File: src/rtl/lvds_pkg.sv
// rtl/lvds_pkg.sv - shared state encodings and width defaults for the LVDS capture controller
// Purpose: FSM state type, default sample/word widths and the samples-per-word derivation.
// Ports: none (package).
package lvds_pkg;

    localparam int LVDS_DATA_LEN = 8;
    localparam int LVDS_WORD_LEN = 32;

    typedef enum logic [2:0] {
        ST_IDLE    = 3'd0,
        ST_ARMED   = 3'd1,
        ST_CAPTURE = 3'd2,
        ST_FLUSH   = 3'd3,
        ST_DONE    = 3'd4
    } cap_state_e;

    function automatic int lvds_spw(input int data_len, input int word_len);
        return word_len / data_len;
    endfunction

endpackage

File: src/rtl/lvds_sample_packer.sv
// rtl/lvds_sample_packer.sv - packs DATA_LEN samples into WORD_LEN words, low slot first
// Purpose: slot index, sample insert, zero-padded partial word, word-complete pulse.
// Ports:
//   clk, rst_n  clock and asynchronous active-low reset
//   clear       drop the partial word and restart at slot 0
//   wr_en, din  write one sample into the current slot
//   word        packed word including the sample being written this cycle
//   word_done   this write fills the last slot; word is complete
//   empty       no sample held in the partial word
module lvds_sample_packer
    import lvds_pkg::*;
#(
    parameter int DATA_LEN = LVDS_DATA_LEN,
    parameter int WORD_LEN = LVDS_WORD_LEN
) (
    input  logic                clk,
    input  logic                rst_n,
    input  logic                clear,
    input  logic                wr_en,
    input  logic [DATA_LEN-1:0] din,
    output logic [WORD_LEN-1:0] word,
    output logic                word_done,
    output logic                empty
);
    localparam int SPW   = lvds_spw(DATA_LEN, WORD_LEN);
    localparam int IDX_W = (SPW > 1) ? $clog2(SPW) : 1;

    logic [IDX_W-1:0]    idx_q;
    logic [WORD_LEN-1:0] word_q;

    // The stored word is cleared after every completed word, so unused
    // upper slots of a partial word already read as zero on flush.
    always_comb begin
        word = word_q;
        for (int s = 0; s < SPW; s++) begin
            if (wr_en && idx_q == IDX_W'(s)) begin
                word[s*DATA_LEN +: DATA_LEN] = din;
            end
        end
    end

    assign word_done = wr_en && (idx_q == IDX_W'(SPW - 1));
    assign empty     = (idx_q == '0);

    always_ff @(posedge clk or negedge rst_n) begin
        if (!rst_n) begin
            idx_q  <= '0;
            word_q <= '0;
        end else if (clear || word_done) begin
            idx_q  <= '0;
            word_q <= '0;
        end else if (wr_en) begin
            idx_q  <= idx_q + IDX_W'(1);
            word_q <= word;
        end
    end

endmodule

File: src/rtl/lvds_capture_ctrl.sv
// rtl/lvds_capture_ctrl.sv - trigger/capture controller packing post-trigger LVDS samples into words
// Purpose: arm on Arm rising edge, wait for a trigger, capture PostCount samples (0 = continuous),
//   pack them into WORD_LEN words and hand them out through a one-deep valid/ready register.
// Build option: LVDS_EDGE_TRIG_EN selects change-detect triggering instead of level match.
// Ports:
//   Clock, Reset_n         receiver clock, asynchronous active-low reset
//   DataIN, StrobIN        sample and its qualifier
//   Arm                    level; rising edge arms, low aborts
//   TrigMask, TrigValue    trigger compare mask and value (latched on arm)
//   PostCount              samples to capture including the trigger sample (latched on arm)
//   WordOUT, WordValid     packed word, sample 0 in the low bits; held until WordReady
//   WordReady              consumer accept
//   Overflow               sticky, a completed word was dropped; cleared on arm
//   Done                   capture finished and last word accepted
//   State                  FSM state for debug
module lvds_capture_ctrl
    import lvds_pkg::*;
#(
    parameter int DATA_LEN = LVDS_DATA_LEN,
    parameter int WORD_LEN = LVDS_WORD_LEN,
    parameter int CNT_W    = 16
) (
    input  logic                Clock,
    input  logic                Reset_n,
    input  logic [DATA_LEN-1:0] DataIN,
    input  logic                StrobIN,
    input  logic                Arm,
    input  logic [DATA_LEN-1:0] TrigMask,
    input  logic [DATA_LEN-1:0] TrigValue,
    input  logic [CNT_W-1:0]    PostCount,
    output logic [WORD_LEN-1:0] WordOUT,
    output logic                WordValid,
    input  logic                WordReady,
    output logic                Overflow,
    output logic                Done,
    output logic [2:0]          State
);
    cap_state_e          state_q, state_d;
    logic                arm_q;
    logic [DATA_LEN-1:0] mask_q, value_q;
    logic [CNT_W-1:0]    post_q, cnt_q;
    logic                arm_start, abort, pk_wr, flush_load, set_done;
    logic                trig_hit, last_sample, can_load;
    logic [WORD_LEN-1:0] pk_word;
    logic                pk_word_done, pk_empty;

    assign can_load    = !WordValid || WordReady;
    // cnt_q counts samples already captured; this write is number cnt_q+1.
    assign last_sample = (post_q != '0) && (cnt_q + CNT_W'(1) == post_q);
    assign State       = state_q;

`ifdef LVDS_EDGE_TRIG_EN
    logic [DATA_LEN-1:0] prev_q;
    logic                prev_valid_q;

    assign trig_hit = prev_valid_q && (((DataIN ^ prev_q) & mask_q) != '0);

    // Only strobed samples seen while armed form the comparison history.
    always_ff @(posedge Clock or negedge Reset_n) begin
        if (!Reset_n) begin
            prev_q       <= '0;
            prev_valid_q <= 1'b0;
        end else if (arm_start) begin
            prev_valid_q <= 1'b0;
        end else if (state_q == ST_ARMED && StrobIN) begin
            prev_q       <= DataIN;
            prev_valid_q <= 1'b1;
        end
    end
`else
    assign trig_hit = ((DataIN ^ value_q) & mask_q) == '0;
`endif

    always_comb begin
        state_d    = state_q;
        arm_start  = 1'b0;
        abort      = 1'b0;
        pk_wr      = 1'b0;
        flush_load = 1'b0;
        set_done   = 1'b0;
        case (state_q)
            ST_IDLE, ST_DONE: begin
                if (Arm && !arm_q) begin
                    state_d   = ST_ARMED;
                    arm_start = 1'b1;
                end
            end
            ST_ARMED: begin
                if (!Arm) begin
                    abort = 1'b1;
                end else if (StrobIN && trig_hit) begin
                    pk_wr   = 1'b1;
                    state_d = last_sample ? ST_FLUSH : ST_CAPTURE;
                end
            end
            ST_CAPTURE: begin
                if (!Arm) begin
                    abort = 1'b1;
                end else if (StrobIN) begin
                    pk_wr = 1'b1;
                    if (last_sample) begin
                        state_d = ST_FLUSH;
                    end
                end
            end
            ST_FLUSH: begin
                // The partial word waits for a free output register rather
                // than being dropped; completion waits for it to drain.
                if (!Arm) begin
                    abort = 1'b1;
                end else if (!pk_empty) begin
                    flush_load = can_load;
                end else if (!WordValid) begin
                    state_d  = ST_DONE;
                    set_done = 1'b1;
                end
            end
            default: state_d = ST_IDLE;
        endcase
        if (abort) begin
            state_d = ST_IDLE;
        end
    end

    always_ff @(posedge Clock or negedge Reset_n) begin
        if (!Reset_n) begin
            state_q   <= ST_IDLE;
            arm_q     <= 1'b0;
            mask_q    <= '0;
            value_q   <= '0;
            post_q    <= '0;
            cnt_q     <= '0;
            WordOUT   <= '0;
            WordValid <= 1'b0;
            Overflow  <= 1'b0;
            Done      <= 1'b0;
        end else begin
            state_q <= state_d;
            arm_q   <= Arm;
            if (arm_start) begin
                mask_q   <= TrigMask;
                value_q  <= TrigValue;
                post_q   <= PostCount;
                cnt_q    <= '0;
                Overflow <= 1'b0;
                Done     <= 1'b0;
            end else if (pk_wr) begin
                cnt_q <= cnt_q + CNT_W'(1);
            end
            if (set_done) begin
                Done <= 1'b1;
            end
            if (pk_word_done || flush_load) begin
                if (can_load) begin
                    WordOUT   <= pk_word;
                    WordValid <= 1'b1;
                end else begin
                    Overflow <= 1'b1;
                end
            end else if (WordValid && WordReady) begin
                WordValid <= 1'b0;
            end
        end
    end

    lvds_sample_packer #(
        .DATA_LEN (DATA_LEN),
        .WORD_LEN (WORD_LEN)
    ) u_packer (
        .clk       (Clock),
        .rst_n     (Reset_n),
        .clear     (arm_start || abort || flush_load),
        .wr_en     (pk_wr),
        .din       (DataIN),
        .word      (pk_word),
        .word_done (pk_word_done),
        .empty     (pk_empty)
    );

endmodule

File: config.mk
export PLATFORM = sky130hd
export DESIGN_NAME = lvds_capture_ctrl
export DESIGN_NICKNAME = d
export VERILOG_FILES = /design/src/rtl/lvds_pkg.sv /design/src/rtl/lvds_sample_packer.sv /design/src/rtl/lvds_capture_ctrl.sv
export SDC_FILE = /design/constraint.sdc
export NUM_CORES = 1
export LEC_CHECK = 0
export CAP_MARGIN = 20
export CORE_ASPECT_RATIO = 0.5
export CORE_MARGIN = 5
export CORE_UTILIZATION = 30
export CTS_BUF_LIST = sky130_fd_sc_hd__clkbuf_16
export DETAILED_ROUTE_END_ITERATION = 7
export SYNTH_ARGS = -nofsm -noshare
export SYNTH_HDL_FRONTEND = slang
export SYNTH_SLANG_ARGS = --single-unit
File: constraint.sdc
create_clock -name Clock -period 2 [get_ports Clock]
set_input_delay 0.2 -clock Clock [delete_from_list [all_inputs] [get_ports Clock]]
set_output_delay 0.2 -clock Clock [all_outputs]
set_load 0.01 [all_outputs]
==> summary.md <==
| Metric | Value |
|---|---|
| Average cell area after synthesis | `10.30 µm²` |
| Initial antenna violation count | `0` |
| Router iterations before antenna repair | `4` |
| Via count normalized by instance count | `4.637` |
| Chip width | `between 200 and 250 µm` |
| Pin count of the biggest net entering global routing | `48` |
| Critical register-to-register path startpoint | `value_q[4]` |
| Worst slew slack as a fraction of its limit | `~67%` |
| Status | `finished, violations left` |
| Congestion Overflow GR | `0` |
| Cells after synthesis | `568` |
| Netlist area before placement | `5849 µm²` |
| Maximum clock frequency | `0.4622 GHz` |
| Final Core Density | `about 45%` |
| Final wirelength | `16280 µm` |
| Async set-or-reset flop fraction in the synthesized netlist | `100.0%` |
| CP top delay family | `multiplexers` |
| Largest vdd supply drop | `approximately 0.63 mV` |
| Worst endpoint data arrival time | `2.45 ns` |
| Final max-slew violation count | `0` |
| Category of the critical setup timing path | `reg -> reg` |
| Ports placed on the boundary | `83` |
| Highest cell delay on the worst timing path | `0.41 ns` |
| Number of antenna cells inserted | `0` |
| Wire length of the first global-routing pass | `25520 µm` |
| Vertical extent of the die | `108.7 µm` |
| Setup repair after global routing missed its margin | `true` |
| Post-DP HPWL | `11370 µm` |
| Syn-to-layout area delta | `47.04%` |
| Clock-pin slew on the worst setup and hold paths | `0.06 ns` |
| Total of endpoints with negative setup slack in the final report | `21` |
| Starting density of the core | `a little under a third` |
| Die area | `22560 µm²` |
| Drt drc | `0` |
| Critical Path Start Type | `register` |
| Critical-path top delay cell | `sky130_fd_sc_hd__dfrtp_1` |
| Clk_lat worst skew | `0.41 ns` |
| Clock H-tree levels | `4` |
| Minimum clock period after layout | `2.164 ns` |
| Slew at the pin closest to its max-slew limit | `0.4908 ns` |
| Required time at the worst-slack endpoint | `2.29 ns` |
| Crit Reg-Reg Endpoint | `WordOUT[20]` |
| Final Cycle Share | `108.2%` |
| Average wire per standard cell | `16.33 µm` |
| Synth Flop Type | `sky130_fd_sc_hd__dfrtp_1` |
| Cell breakdown of the critical path | `xor2_1, a22oi_2, and4_4, buf_6, a41oi_4, buf_12, mux2_4, mux2_4` |
| Final hold violation count | `0` |
| CP Capture Point | `WordOUT[20]` |
| CTS max path bufs | `2` |
| Buffering stage count on the worst path with inverters included | `2` |
| Hold Crit Class | `in -> async` |
| Flop and latch count out of synthesis | `roughly 120` |
| Share of post-route cells with drive strength above 1 | `24.62%` |
| Most used cell, CP | `sky130_fd_sc_hd__mux2_4` |
| NumNets Final | `768` |
| Leakage power figure | `0.003935 µW` |
| Root buffer cell | `sky130_fd_sc_hd__clkbuf_16` |
| Routability Congestion | `~0.80` |
| Number of CTS-inserted buffers | `17` |
| Capturing element type of the critical path | `register` |
| Total clock sinks | `121` |
| Clock tree from TritonCTS | `built` |
| Standard-cell rows | `36` |
| Syn_nets | `around 620` |
| Part of the Yosys area used for sequential elements | `51.76%` |
| Number of different library cells in the post-synthesis netlist | `56` |
| Maximum net fanout on the critical path | `6` |
| Final worst setup slack | `-0.1635 ns` |
| Vias in the first global route | `between 4000 and 5000` |
| Violation count after the first detailed-routing iteration | `310` |
| Crit. Startpoint | `value_q[4]` |
| Max Cap Violations | `0` |
| Setup slack on the worst flop-to-flop path | `-0.16 ns` |
| Failing checks | `setup timing` |
| Reg2reg path depth | `8` |
| Total number of cells along the worst setup path | `8` |
| Number of warnings issued by yosys | `0` |
| Area of the core | `around 19000 µm²` |
| Number of nets with antenna violations after detailed routing | `0` |
| Cell Pwr Density | `867.4 nW/µm²` |
| Worst Clk Skew | `between 0.01 and 0.015 ns` |
| Number of enable flip-flop cells after synthesis | `0` |
| Setup total negative slack | `-1.176 ns` |
| Global-route usage over all layers | `14.25%` |
| Number of port buffers | `82` |
| Total number of vias | `4623` |
| Total power after layout | `~7500 µW` |
cells in the mapped netlist, types with 3 or more instances:
| library cell | number | area (µm²) |
|---|---|---|
| sky130_fd_sc_hd__a22oi_1 | 5 | 37.54 |
| sky130_fd_sc_hd__a2bb2oi_1 | 8 | 70.07 |
| sky130_fd_sc_hd__a31oi_1 | 3 | 18.77 |
| sky130_fd_sc_hd__a41oi_4 | 4 | 110.1 |
| sky130_fd_sc_hd__and2_1 | 6 | 37.54 |
| sky130_fd_sc_hd__and3_1 | 12 | 75.07 |
| sky130_fd_sc_hd__buf_2 | 9 | 45.04 |
| sky130_fd_sc_hd__buf_4 | 5 | 37.54 |
| sky130_fd_sc_hd__buf_6 | 3 | 33.78 |
| sky130_fd_sc_hd__clkbuf_1 | 17 | 63.81 |
| sky130_fd_sc_hd__dfrtp_1 | 121 | 3028 |
| sky130_fd_sc_hd__ha_1 | 5 | 62.56 |
| sky130_fd_sc_hd__inv_1 | 25 | 93.84 |
| sky130_fd_sc_hd__mux2_2 | 6 | 67.56 |
| sky130_fd_sc_hd__mux2i_1 | 45 | 450.4 |
| sky130_fd_sc_hd__nand2_1 | 121 | 454.2 |
| sky130_fd_sc_hd__nand2b_1 | 4 | 25.02 |
| sky130_fd_sc_hd__nand3_1 | 11 | 55.05 |
| sky130_fd_sc_hd__nand4_1 | 8 | 50.05 |
| sky130_fd_sc_hd__nand4b_1 | 3 | 26.28 |
| sky130_fd_sc_hd__nor2_1 | 33 | 123.9 |
| sky130_fd_sc_hd__nor2b_1 | 3 | 18.77 |
| sky130_fd_sc_hd__nor3_1 | 4 | 20.02 |
| sky130_fd_sc_hd__nor4_1 | 6 | 37.54 |
| sky130_fd_sc_hd__o211ai_1 | 6 | 45.04 |
| sky130_fd_sc_hd__o21ai_0 | 15 | 75.07 |
| sky130_fd_sc_hd__o22ai_1 | 8 | 50.05 |
| sky130_fd_sc_hd__o311ai_0 | 3 | 26.28 |
| sky130_fd_sc_hd__o31ai_1 | 7 | 52.55 |
| sky130_fd_sc_hd__xnor2_1 | 18 | 157.7 |
| sky130_fd_sc_hd__xor2_1 | 15 | 131.4 |
sequential cells by signal, indices dropped and copies added, names as in the netlist:
signal	cells
Overflow	1
Done	1
u_packer.idx_q	2
value_q	8
mask_q	8
u_packer.word_q	32
arm_q	1
cnt_q	16
WordValid	1
WordOUT	32
post_q	16
State	3
metal layers:
layer  part of all wire [%]  wire length (µm)  up-vias  track usage, %
met3                    2.9               471       11           2.961
met4                    1.0               167        0           3.913
li1                       -                 -     2248               -
met2                     52              8416       69           24.60
met5                      0                 0        -               0
met1                     44              7222     2295           18.49
placed cells by master (no fill, tap or decap), drive strengths merged, types with 15 or more instances in the layout:
master and count:
inv 30, mux2i 45, clkbuf 17, xor2 15, xnor2 18, dfrtp 121, clkdlybuf4s50 81, o21ai 16
nand2 121, buf 84, nor2 33
what timing repair did:
item | in CTS | in global routing
gates cloned | 1 | 0
pin swaps | 14 | 18
endpoints found under the hold margin | 32 | 0
endpoints found under the setup margin | 72 | 71
resized for setup | 37 | 55
buffers inserted | 6 | 5
hold buffers | 1 | 0
metrics by stage:
| step | setup slack (ns) | std cells | hold slack (ns) | cell area [µm²] |
|---|---|---|---|---|
| floorplan | 0.0009952 | 568 | -0.09559 | 5866 |
| global placement | -0.5613 | 954 | 0.1959 | 7460 |
| detailed placement | -0.5850 | 954 | 0.1997 | 7460 |
| CTS | -0.1837 | 993 | 0.3090 | 8253 |
| global route | -0.2563 | 997 | 0.3149 | 8601 |
| finish | -0.1635 | 997 | 0.3179 | 8601 |
power breakdown:
group	total (µW)	internal (µW)	leakage [µW]	switching, µW
Clock	2930	1730	0.000265	1200
Combinational	1560	787	0.00214	773
Sequential	2970	2720	0.00153	256
worst min path at each step:
| stage | to | slack [ns] | cells past startpoint |
|---|---|---|---|
| global route | post_q[12] | 0.31 | 3 |
| global placement | post_q[12] | 0.20 | 1 |
| CTS | post_q[4] | 0.31 | 3 |
| floorplan | Done | -0.1 | 0 |
| detailed placement | post_q[12] | 0.20 | 1 |
| finish | post_q[12] | 0.32 | 2 |
cell families after synthesis:
family / Yosys count / synth area share (%)
compound gates: 74 / 10.55
xor+xnor: 33 / 4.941
fa+ha+maj: 5 / 1.070
buf+inv: 60 / 4.920
flops: 121 / 51.76
mux: 53 / 9.369
simple gates: 222 / 17.39
area by class of cell:
type                            instances  area, µm²
Clock buffer                           17      425.4
Clock inverter                         15      141.4
Fill cell                            1771      10720
Inverter                               25      93.84
Multi-Input combinational cell        387       2927
Sequential cell                       121       3028
Tap cell                              266      332.8
Timing Repair Buffer                  166       1653
(Power assumes the default switching activity.)
